===== src/rtl/vmx_pkg.sv =====
// Shared definitions for the requantization stage.
//   - FSM state encodings used by vmx_requant_stage
//   - default widths used as parameter defaults
//   - saturation bounds as a function of the output width
package vmx_pkg;

    typedef enum logic [1:0] {
        REQ_IDLE  = 2'd0,
        REQ_RUN   = 2'd1,
        REQ_DRAIN = 2'd2,
        REQ_DONE  = 2'd3
    } req_state_t;

    localparam int DEF_PE_SIZE   = 4;
    localparam int DEF_ACC_WIDTH = 32;
    localparam int DEF_OUT_WIDTH = 16;
    localparam int DEF_SHIFT_W   = 5;

    // Largest value representable in a signed out_width-bit result.
    function automatic longint sat_max(input int out_width);
        return (longint'(1) <<< (out_width - 1)) - 1;
    endfunction

    // Smallest value representable in a signed out_width-bit result.
    function automatic longint sat_min(input int out_width);
        return -(longint'(1) <<< (out_width - 1));
    endfunction

endpackage


===== src/rtl/vmx_requant_lane.sv =====
// Per-lane requantization datapath, three register stages:
//   S1: bias add at ACC_WIDTH+1 bits
//   S2: rounding arithmetic right shift (round half up) at ACC_WIDTH+2 bits
//   S3: optional ReLU, then saturation to OUT_WIDTH
// All stages advance together on en; they hold while en is low.
// Optional build macro VMX_REQUANT_STATS_EN adds the clip output.
// Ports:
//   clk, rst_n  clock, async active-low reset
//   en          advance all stages
//   lane, bias  signed accumulator lane and bias
//   shift, relu requant configuration (stable during a job)
//   clip        (stats build only) value entering S3 is being saturated
//   res         S3 result register
module vmx_requant_lane
    import vmx_pkg::*;
#(
    parameter int ACC_WIDTH = DEF_ACC_WIDTH,
    parameter int OUT_WIDTH = DEF_OUT_WIDTH,
    parameter int SHIFT_W   = DEF_SHIFT_W
) (
    input  logic                 clk,
    input  logic                 rst_n,
    input  logic                 en,
    input  logic [ACC_WIDTH-1:0] lane,
    input  logic [ACC_WIDTH-1:0] bias,
    input  logic [SHIFT_W-1:0]   shift,
    input  logic                 relu,
`ifdef VMX_REQUANT_STATS_EN
    output logic                 clip,
`endif
    output logic [OUT_WIDTH-1:0] res
);

    localparam int RW = ACC_WIDTH + 2;
    localparam logic signed [RW-1:0] MAX_V = RW'(sat_max(OUT_WIDTH));
    localparam logic signed [RW-1:0] MIN_V = RW'(sat_min(OUT_WIDTH));

    logic [ACC_WIDTH:0]     sum_d;
    logic [ACC_WIDTH:0]     s1_q;
    logic signed [RW-1:0]   ext;
    logic signed [RW-1:0]   half;
    logic signed [RW-1:0]   rnd;
    logic signed [RW-1:0]   r_d;
    logic signed [RW-1:0]   s2_q;
    logic signed [RW-1:0]   relu_v;
    logic                   hi;
    logic                   lo;
    logic [OUT_WIDTH-1:0]   sat_d;

    always_comb begin
        sum_d = {lane[ACC_WIDTH-1], lane} + {bias[ACC_WIDTH-1], bias};
    end

    // The extra bit over S1 leaves room for the rounding constant.
    always_comb begin
        ext  = {s1_q[ACC_WIDTH], s1_q};
        half = '0;
        rnd  = ext;
        r_d  = ext;
        if (shift != '0) begin
            half = RW'(1) << (shift - SHIFT_W'(1));
            rnd  = ext + half;
            r_d  = rnd >>> shift;
        end
    end

    always_comb begin
        relu_v = s2_q;
        if (relu && s2_q[RW-1]) begin
            relu_v = '0;
        end
        hi    = (relu_v > MAX_V);
        lo    = (relu_v < MIN_V);
        sat_d = relu_v[OUT_WIDTH-1:0];
        if (hi) begin
            sat_d = MAX_V[OUT_WIDTH-1:0];
        end else if (lo) begin
            sat_d = MIN_V[OUT_WIDTH-1:0];
        end
    end

`ifdef VMX_REQUANT_STATS_EN
    assign clip = hi | lo;
`endif

    always_ff @(posedge clk or negedge rst_n) begin
        if (!rst_n) begin
            s1_q <= '0;
            s2_q <= '0;
            res  <= '0;
        end else if (en) begin
            s1_q <= sum_d;
            s2_q <= r_d;
            res  <= sat_d;
        end
    end

endmodule


===== src/rtl/vmx_requant_stage.sv =====
// Requantization stage after the systolic array. Each accepted beat carries
// PE_SIZE accumulator lanes plus an address; every lane gets bias add,
// rounding right shift, optional ReLU and saturation. Results leave through
// a valid/ready port three cycles after acceptance when not stalled.
// A job of cfg_len beats is armed by a start pulse in IDLE.
// Optional build macro: VMX_REQUANT_STATS_EN enables the saturated-lane
// counter sat_count; without it sat_count is tied to zero.
// Ports:
//   clk, rst_n               clock, async active-low reset
//   start, cfg_*             job arm pulse and config sampled with it
//   in_valid/in_ready        input beat handshake, in_addr/in_data payload
//   out_valid/out_ready      output beat handshake, out_addr/out_data payload
//   busy, done               job in progress / one-cycle completion pulse
//   sat_count                lanes saturated since last accepted start
//
// state     | meaning
// ----------+-----------------------------------------------------------
// REQ_IDLE  | waiting for start; config latched on start
// REQ_RUN   | accepting beats until cfg_len have been taken
// REQ_DRAIN | no more input; waiting for pipeline and output to empty
// REQ_DONE  | done pulse for one cycle, back to idle
module vmx_requant_stage
    import vmx_pkg::*;
#(
    parameter int PE_SIZE   = DEF_PE_SIZE,
    parameter int ACC_WIDTH = DEF_ACC_WIDTH,
    parameter int OUT_WIDTH = DEF_OUT_WIDTH,
    parameter int SHIFT_W   = DEF_SHIFT_W
) (
    input  logic                           clk,
    input  logic                           rst_n,
    input  logic                           start,
    input  logic [7:0]                     cfg_len,
    input  logic [SHIFT_W-1:0]             cfg_shift,
    input  logic [ACC_WIDTH-1:0]           cfg_bias,
    input  logic                           cfg_relu,
    input  logic                           in_valid,
    output logic                           in_ready,
    input  logic [7:0]                     in_addr,
    input  logic [PE_SIZE*ACC_WIDTH-1:0]   in_data,
    output logic                           out_valid,
    input  logic                           out_ready,
    output logic [7:0]                     out_addr,
    output logic [PE_SIZE*OUT_WIDTH-1:0]   out_data,
    output logic                           busy,
    output logic                           done,
    output logic [15:0]                    sat_count
);

    req_state_t             state_q;
    req_state_t             state_d;
    logic [7:0]             len_q;
    logic [7:0]             cnt_q;
    logic [SHIFT_W-1:0]     shift_q;
    logic [ACC_WIDTH-1:0]   bias_q;
    logic                   relu_q;
    logic                   s1_v;
    logic                   s2_v;
    logic [7:0]             a1_q;
    logic [7:0]             a2_q;
    logic                   stall;
    logic                   adv;
    logic                   in_fire;
    logic                   start_acc;
    logic                   pipe_empty;

    assign stall      = out_valid & ~out_ready;
    assign adv        = ~stall;
    assign in_ready   = (state_q == REQ_RUN) && (cnt_q < len_q) && !stall;
    assign in_fire    = in_valid & in_ready;
    assign start_acc  = start && (state_q == REQ_IDLE);
    assign pipe_empty = !s1_v && !s2_v && !out_valid;

    always_ff @(posedge clk or negedge rst_n) begin
        if (!rst_n) begin
            state_q <= REQ_IDLE;
        end else begin
            state_q <= state_d;
        end
    end

    always_comb begin
        state_d = state_q;
        busy    = 1'b0;
        done    = 1'b0;
        unique case (state_q)
            REQ_IDLE: begin
                if (start) begin
                    state_d = (cfg_len == 8'd0) ? REQ_DONE : REQ_RUN;
                end
            end
            REQ_RUN: begin
                busy = 1'b1;
                if (in_fire && (cnt_q + 8'd1 == len_q)) begin
                    state_d = REQ_DRAIN;
                end
            end
            REQ_DRAIN: begin
                busy = 1'b1;
                if (pipe_empty) begin
                    state_d = REQ_DONE;
                end
            end
            REQ_DONE: begin
                done    = 1'b1;
                state_d = REQ_IDLE;
            end
            default: state_d = REQ_IDLE;
        endcase
    end

    always_ff @(posedge clk or negedge rst_n) begin
        if (!rst_n) begin
            len_q   <= '0;
            cnt_q   <= '0;
            shift_q <= '0;
            bias_q  <= '0;
            relu_q  <= 1'b0;
        end else if (start_acc) begin
            len_q   <= cfg_len;
            cnt_q   <= '0;
            shift_q <= cfg_shift;
            bias_q  <= cfg_bias;
            relu_q  <= cfg_relu;
        end else if (in_fire) begin
            cnt_q   <= cnt_q + 8'd1;
        end
    end

    // Valid bits and addresses move in lockstep with the lane datapath;
    // the last stage doubles as the output register.
    always_ff @(posedge clk or negedge rst_n) begin
        if (!rst_n) begin
            s1_v      <= 1'b0;
            s2_v      <= 1'b0;
            out_valid <= 1'b0;
            a1_q      <= '0;
            a2_q      <= '0;
            out_addr  <= '0;
        end else if (adv) begin
            s1_v      <= in_fire;
            s2_v      <= s1_v;
            out_valid <= s2_v;
            a1_q      <= in_addr;
            a2_q      <= a1_q;
            out_addr  <= a2_q;
        end
    end

`ifdef VMX_REQUANT_STATS_EN
    logic [PE_SIZE-1:0] clip_vec;
`endif

    for (genvar g = 0; g < PE_SIZE; g++) begin : g_lane
        vmx_requant_lane #(
            .ACC_WIDTH (ACC_WIDTH),
            .OUT_WIDTH (OUT_WIDTH),
            .SHIFT_W   (SHIFT_W)
        ) u_lane (
            .clk   (clk),
            .rst_n (rst_n),
            .en    (adv),
            .lane  (in_data[g*ACC_WIDTH +: ACC_WIDTH]),
            .bias  (bias_q),
            .shift (shift_q),
            .relu  (relu_q),
`ifdef VMX_REQUANT_STATS_EN
            .clip  (clip_vec[g]),
`endif
            .res   (out_data[g*OUT_WIDTH +: OUT_WIDTH])
        );
    end

`ifdef VMX_REQUANT_STATS_EN
    logic [15:0] sat_q;
    logic [16:0] sat_sum;

    // Clip flags describe the beat entering S3, so count only when a valid
    // beat actually moves into S3.
    always_comb begin
        sat_sum = {1'b0, sat_q} + 17'($countones(clip_vec));
    end

    always_ff @(posedge clk or negedge rst_n) begin
        if (!rst_n) begin
            sat_q <= '0;
        end else if (start_acc) begin
            sat_q <= '0;
        end else if (adv && s2_v) begin
            sat_q <= sat_sum[16] ? 16'hFFFF : sat_sum[15:0];
        end
    end

    assign sat_count = sat_q;
`else
    assign sat_count = '0;
`endif

endmodule


===== config.mk =====
export PLATFORM = sky130hd
export DESIGN_NAME = vmx_requant_stage
export DESIGN_NICKNAME = d
export VERILOG_FILES = /design/src/rtl/vmx_pkg.sv /design/src/rtl/vmx_requant_lane.sv /design/src/rtl/vmx_requant_stage.sv
export SDC_FILE = /design/constraint.sdc
export NUM_CORES = 2
export LEC_CHECK = 0
export BUFFER_PORTS_ARGS = -buffer_cell sky130_fd_sc_hd__clkbuf_2
export CAP_MARGIN = 20
export CELL_PAD_IN_SITES_DETAIL_PLACEMENT = 2
export CELL_PAD_IN_SITES_GLOBAL_PLACEMENT = 2
export CORE_MARGIN = 2
export CORE_UTILIZATION = 37
export CTS_CLUSTER_DIAMETER = 150
export DETAILED_ROUTE_END_ITERATION = 7
export PLACE_DENSITY = 0.92
export SYNTH_ARGS = -nofsm -noshare
export SYNTH_HDL_FRONTEND = slang
export SYNTH_SLANG_ARGS = --single-unit
export TNS_END_PERCENT = 100

===== constraint.sdc =====
create_clock -name clk -period 7.9 [get_ports clk]
set_clock_uncertainty 0.2 [all_clocks]
set_input_delay 0.395 -clock clk [delete_from_list [all_inputs] [get_ports clk]]
set_output_delay 0.395 -clock clk [all_outputs]
set_load 0.1 [all_outputs]

### Yosys cells after proc, flatten, opt, wreduce, memory -nomap -nowiden

Index checks and enable logic that the tools add are counted.

* add/sub/neg operators: 10
* $lt $le $gt $ge: 9
* bitwise logic cells: 3
* mux-type cells: 25
* reduce and logical (&&, ||, !) cells: 20
* eq/ne operators: 7
* shift-type cells: 5

Operator list (count)
* 2-to-1 mux 34 bit: 8
* adder 33 x 34 -> 34 bit: 4
* > comparator 34 x 16 -> 1 bit, second input constant: 4
* less-than comparator 34 x 16 -> 1 bit, second input constant: 4
* >>> shifter 34 x 5 -> 34 bit: 4
* adder 32 x 32 -> 33 bit: 4
* 2-to-1 mux 16 bit: 8
* << shifter 1 x 5 -> 34 bit, first input constant: 1
* 2-to-1 mux 8 bit: 2
* logical AND 1 bit: 10
* adder 8 x 1 -> 8 bit, second input constant: 1
* == test 8 bit: 1
* zero test 8 bit: 1
* less-than comparator 8 bit: 1
* 2-to-1 mux 2 bit: 4
* case mux 2 bit (4 select lines): 1
* nonzero test 5 bit: 1
* subtractor 5 x 1 -> 5 bit, second input constant: 1
* == test 2 bit, second input constant: 2
* zero test 1 bit: 4
* != test 2 bit, second input constant: 2
* AND reduction 3 bit: 1
* bitwise AND 1 bit: 2
* == test 2 x 1 -> 1 bit, second input constant: 1
* 6 further kinds: 7

* logic and storage cells: 103
* output and inout bits: 92
* register bits after elaboration: 415
* input bits: 187

### Logic depth before layout (Yosys ltp)

* word-level depth: 8
* gate-level depth with buffers: 24
* depth with buffers taken out: 17

### Modules after synthesis

From an unflattened synthesis, not the netlist that was laid out.

* cell total of the unflattened synthesis: 5595
* area total of the unflattened synthesis: 43908.4 µm²

By module, submodules not included
* vmx_requant_lane at g_lane[1].u_lane ...: cells an instance 1276, instances 2, area each 9968.3 µm², sequential area each 2077.0 µm²
* vmx_requant_lane at g_lane[3].u_lane: cells an instance 1330, instances 1, area each 10093.4 µm², sequential area each 2077.0 µm²
* vmx_requant_lane at g_lane[0].u_lane: cells an instance 1276, instances 1, area each 10003.3 µm², sequential area each 2077.0 µm²
* vmx_requant_stage: cells an instance 437, instances 1, area each 3875.0 µm², sequential area each 2077.0 µm²

### Worst setup path after synthesis

OpenSTA, ideal clock, no wires.

* path kind: reg-to-reg
* start: reg shift_q[0]
* end: reg g_lane[1].u_lane.s2_q[11]
* stages on the path, launching flop included: 24
* data required time: 7574 ps
* buffers on the path: 8
* setup time: 126 ps
* arrival time: 6064 ps
* setup slack: 1510 ps
* cells stage by stage: dfrtp_1 -> buf_2 -> clkbuf_1 -> clkbuf_1 -> buf_1 -> buf_1 -> clkbuf_1 -> buf_1 -> nand2_1 -> nor3_1 -> ha_1 -> clkbuf_1 -> and4_1 -> and3_1 -> a41o_1 -> a31o_2 -> or2_1 -> o21a_1 -> o311a_1 -> mux2_2 -> a221o_1 -> o32a_1 -> a221oi_1 -> nor2_1

* word-level cells in the longest chain between the ends: 5
* elaborated cells between the ends (all ways): 6
* classes of those cells: add/sub: 2; shift: 2; mux: 1; reduce/logical: 1

RTL lines
* from (decl): RTL line vmx_requant_stage.sv:54 `logic [SHIFT_W-1:0] shift_q;`
* from (signal assigned): RTL line vmx_requant_stage.sv:122 `shift_q <= cfg_shift;`
* subtractor 5 x 1 -> 5 bit: RTL line vmx_requant_lane.sv:61 `half = RW'(1) << (shift - SHIFT_W'(1));`
* << shifter 1 x 5 -> 34 bit: RTL line vmx_requant_lane.sv:61
* adder 33 x 34 -> 34 bit: RTL line vmx_requant_lane.sv:62 `rnd = ext + half;`
* >>> shifter 34 x 5 -> 34 bit: RTL line vmx_requant_lane.sv:63 `r_d = rnd >>> shift;`
* 2-to-1 mux 34 bit (*): RTL line vmx_requant_lane.sv:60 `if (shift != '0) begin`
* to (signal assigned): RTL line vmx_requant_lane.sv:93 `s2_q <= r_d;`
* to (decl): RTL line vmx_requant_lane.sv:44 `logic signed [RW-1:0] s2_q;`

Mark *: on every way between the ends. The rest lies on a longest branch, timed or not.
A chain may end at the register's enable or synchronous reset.

### Final worst setup path

* start: reg shift_q[3]
* end: reg g_lane[1].u_lane.s2_q[6]

Same word-level chain as after synthesis.

==> metrics.md <==
| Metric | Value |
|---|---|
| Num CTS Buffers | 54 |
| Post-Syn Area | 41320 um^2 |
| Pwr Density | 279.2 nW/um^2 |
| Slew of the pin with the lowest slew margin | 1.249 ns |
| First-pass GRT wire length | 404.2 mm |
| Post-synth EDFFs | 0 |
| Clock Path Buffers | 3 |
| Clk Latency, worst-skew pair | 0.71 ns |
| Setup slack after placement | 1.132 ns |
| WL/cell | 40.37 um |
| Top FF cell, synth | dfrtp_1 |
| DIE HEIGHT | 338.2 um |
| Post-synthesis sequential area ratio | 0.2513 |
| Chip Width | 338.2 um |
| GR Util met3 | 0.1501 |
| Layout cells sized above 1 | 0.1340 |
| H-tree levels | 2 |
| Hold-fix buffers at CTS | 61 |
| Max Cap Violations | 0 |
| Synthesis-stage register bit count | 415 |
| Worst setup EP type | flip-flop |
| WHS | 0.02321 ns |
| Worst min-delay path class | input pin to flip-flop |
| P_leak | 20.95 nW |
| RSZ-0062 raised after global routing | false |
| Core area | 110700 um^2 |
| Cells after DPL | 6900 |
| FMAX | 138.9 MHz |
| Drt initial violations | 6548 |
| RePlAce Congestion | 1.063 |
| Post-cts resize count | 0 |
| Total Wirelength | 286.0 mm |
| Startpoint Class | flip-flop |
| WP data required | 8.32 ns |
| Synth cell types | 110 |
| CTS tree | done |
| Final Hold Violating Endpoints | 0 |
| Slew Limit Fails | 0 |
| DR DRC count | 0 |
| Synth Area per Inst | 7.790 um^2 |
| YS warnings | 0 |
| CP Max Fanout | 21 |
| DP Area | 44670 um^2 |
| Root Driver | clkbuf_16 |
| Met2 Use GR | 0.7385 |
| Min Tclk post-route | 7.200 ns |
| Tcrit/Tclk final | 0.9114 |
| Gr usage total | 0.4824 |
| Met1 Usage GRT | 0.5459 |
| Fin worst setup slack | 0.7002 ns |
| Run status | complete, no violations |
| Pre-antenna DRT Iters | 6 |
| Gate count of the mapped netlist | 5305 |
| Ports | 279 |
| Rel. slew slack | 0.1645 |
| Global-route layer with the greatest usage | met2 |
| Peak supply drop | 0.0001944 V |
| Detailed placement HPWL | 199.5 mm |
| CTS Sinks | 415 |
| Number of vias per cell | 7.317 |
| Arr. time, crit path | 7.62 ns |
| Crit Path Class | flip-flop to flip-flop |
| Setup violators final | 0 |
| Async set-reset flop share out of synthesis | 1.000 |
| P&R area growth vs syn | 14.32% |
| Final Cell Area | 47240 um^2 |
| Nets | 5986 |
| Clock Pin Slew Worst Setup and Hold Paths | 0.07 ns |
| Via count | 51838 |
| Largest net degree at the start of global routing | 149 |
| Final ANT Viol Nets | 0 |
| Number of global-route vias before repair | 54152 |
| Final Instance Count excl. Fillers | 7085 |
| Setup_tns | 0 ns |
| Setup Buffers After CTS | 0 |
| Row count | 122 |
| Die area | 114400 um^2 |
| GR Overflow Total | 0 |
| Initial antenna violation count | 35 |
| Fillers | 12497 |
| Buffers on Ports | 262 |
| Starting Density | 0.3734 |
==> critical path, cell delays in order, from the launching register on <==
cell,delay [ns]
dfrtp_4,0.65
inv_2,0.34
nor2_1,0.23
nand2_1,0.30
nor2_1,0.77
ha_1,0.51
and4_1,0.35
and3_1,0.25
a41o_1,0.23
a31o_2,0.26
or2_1,0.31
o2111ai_1,0.53
nand2_1,0.15
o211ai_1,0.63
a21oi_1,0.31
o311ai_0,0.61
nand4_1,0.24
a21oi_1,0.25
==> stage by stage <==
| step | util | power (W) |
|---|---|---|
| 6_report | 0.4269 | 0.01319 |
| 5_1_grt | 0.4265 | 0.01344 |
| 4_1_cts | 0.4261 | 0.01263 |
| 3_5_place_dp | 0.4036 | 0.009772 |
| 3_3_place_gp | 0.4036 | 0.009463 |
| 2_1_floorplan | - | 0.007329 |
==> power breakdown <==
group	switching, W	internal (W)	leakage, nW	total (W)
clock network	0.00126	0.00158	0.916	0.00284
logic	0.00457	0.00168	15.2	0.00625
registers	0.00130	0.00280	4.87	0.00410
==> layout by cell type (no fill, tap or decap), types with 138 or more instances in the layout <==
cell type and count:
xnor2_1 138, buf_4 181, nand2_1 660, nor2_1 527
ha_1 262, a21oi_1 505, dfrtp_1 410, o21ai_0 313
clkbuf_2 261, a21o_1 165
==> routing by layer <==
layer  wire (um)  share of wire  vias up
met4       29880           0.10       18
met2      123600           0.43     3936
met1      101000           0.35    26001
met3       31410           0.11     1585
met5         151        0.00053        -
li1            -              -    20298
==> layout make-up <==
class / count / area, um^2 / area share
sequential: 415 / 10400 / 0.2202
multi-input combinational: 4438 / 29200 / 0.6182
timing repair buffer: 511 / 3410 / 0.07217
clock buffer: 70 / 1501 / 0.03178
inverter: 113 / 434.2 / 0.009190
clock inverter: 28 / 374.1 / 0.007919
antenna: 22 / 55.05 / 0.001165
tap: 1488 / 1862 / 0.03941
==> final timing paths <==
kind	from	to	slack, ns	cells past startpoint
max in group asynchronous	rst_n	bias_q[5]	5.66	3
setup reg to reg	shift_q[3]	g_lane[1].u_lane.s2_q[6]	0.70	17
hold / removal	in_data[65]	g_lane[2].u_lane.s1_q[1]	0.02	4
setup / recovery	shift_q[3]	g_lane[1].u_lane.s2_q[6]	0.70	17
min in group asynchronous	rst_n	g_lane[3].u_lane.res[5]	0.16	2
hold reg to reg	out_addr[3]	out_addr[3]	0.32	2
==> state kept, by name (all words and copies together) (netlist names), 32 cells and up <==
signal and count:
bias_q 32, g_lane.u_lane.res 64, g_lane.u_lane.s1_q 132, g_lane.u_lane.s2_q 136
==> cells in the mapped netlist (96+ instances only) <==
master	n	area, um^2
nand3_1	126	630.6
dfrtp_1	415	10380
inv_1	109	409.1
o21ai_0	314	1572
ha_1	262	3278
nor3_1	118	590.6
nor2_1	535	2008
a21o_1	165	1239
a21oi_1	505	2527
xnor2_1	138	1209
nand2_1	661	2481
a211oi_1	96	720.7
clkbuf_1	271	1017
mux2i_1	102	1021
==> cells by family after synthesis <==
kind of cell,Yosys count,synth area share
muxes,196,0.06395
other,1,0.00009075
adders and majority gates,268,0.08175
and+or+nand+nor,1889,0.2111
AOI/OAI and AO/OA,1845,0.2994
DFF,415,0.2513
xor gates and xnor gates,224,0.04748
buffers and inverters,467,0.04493
Power figures use the tool's default switching activity.
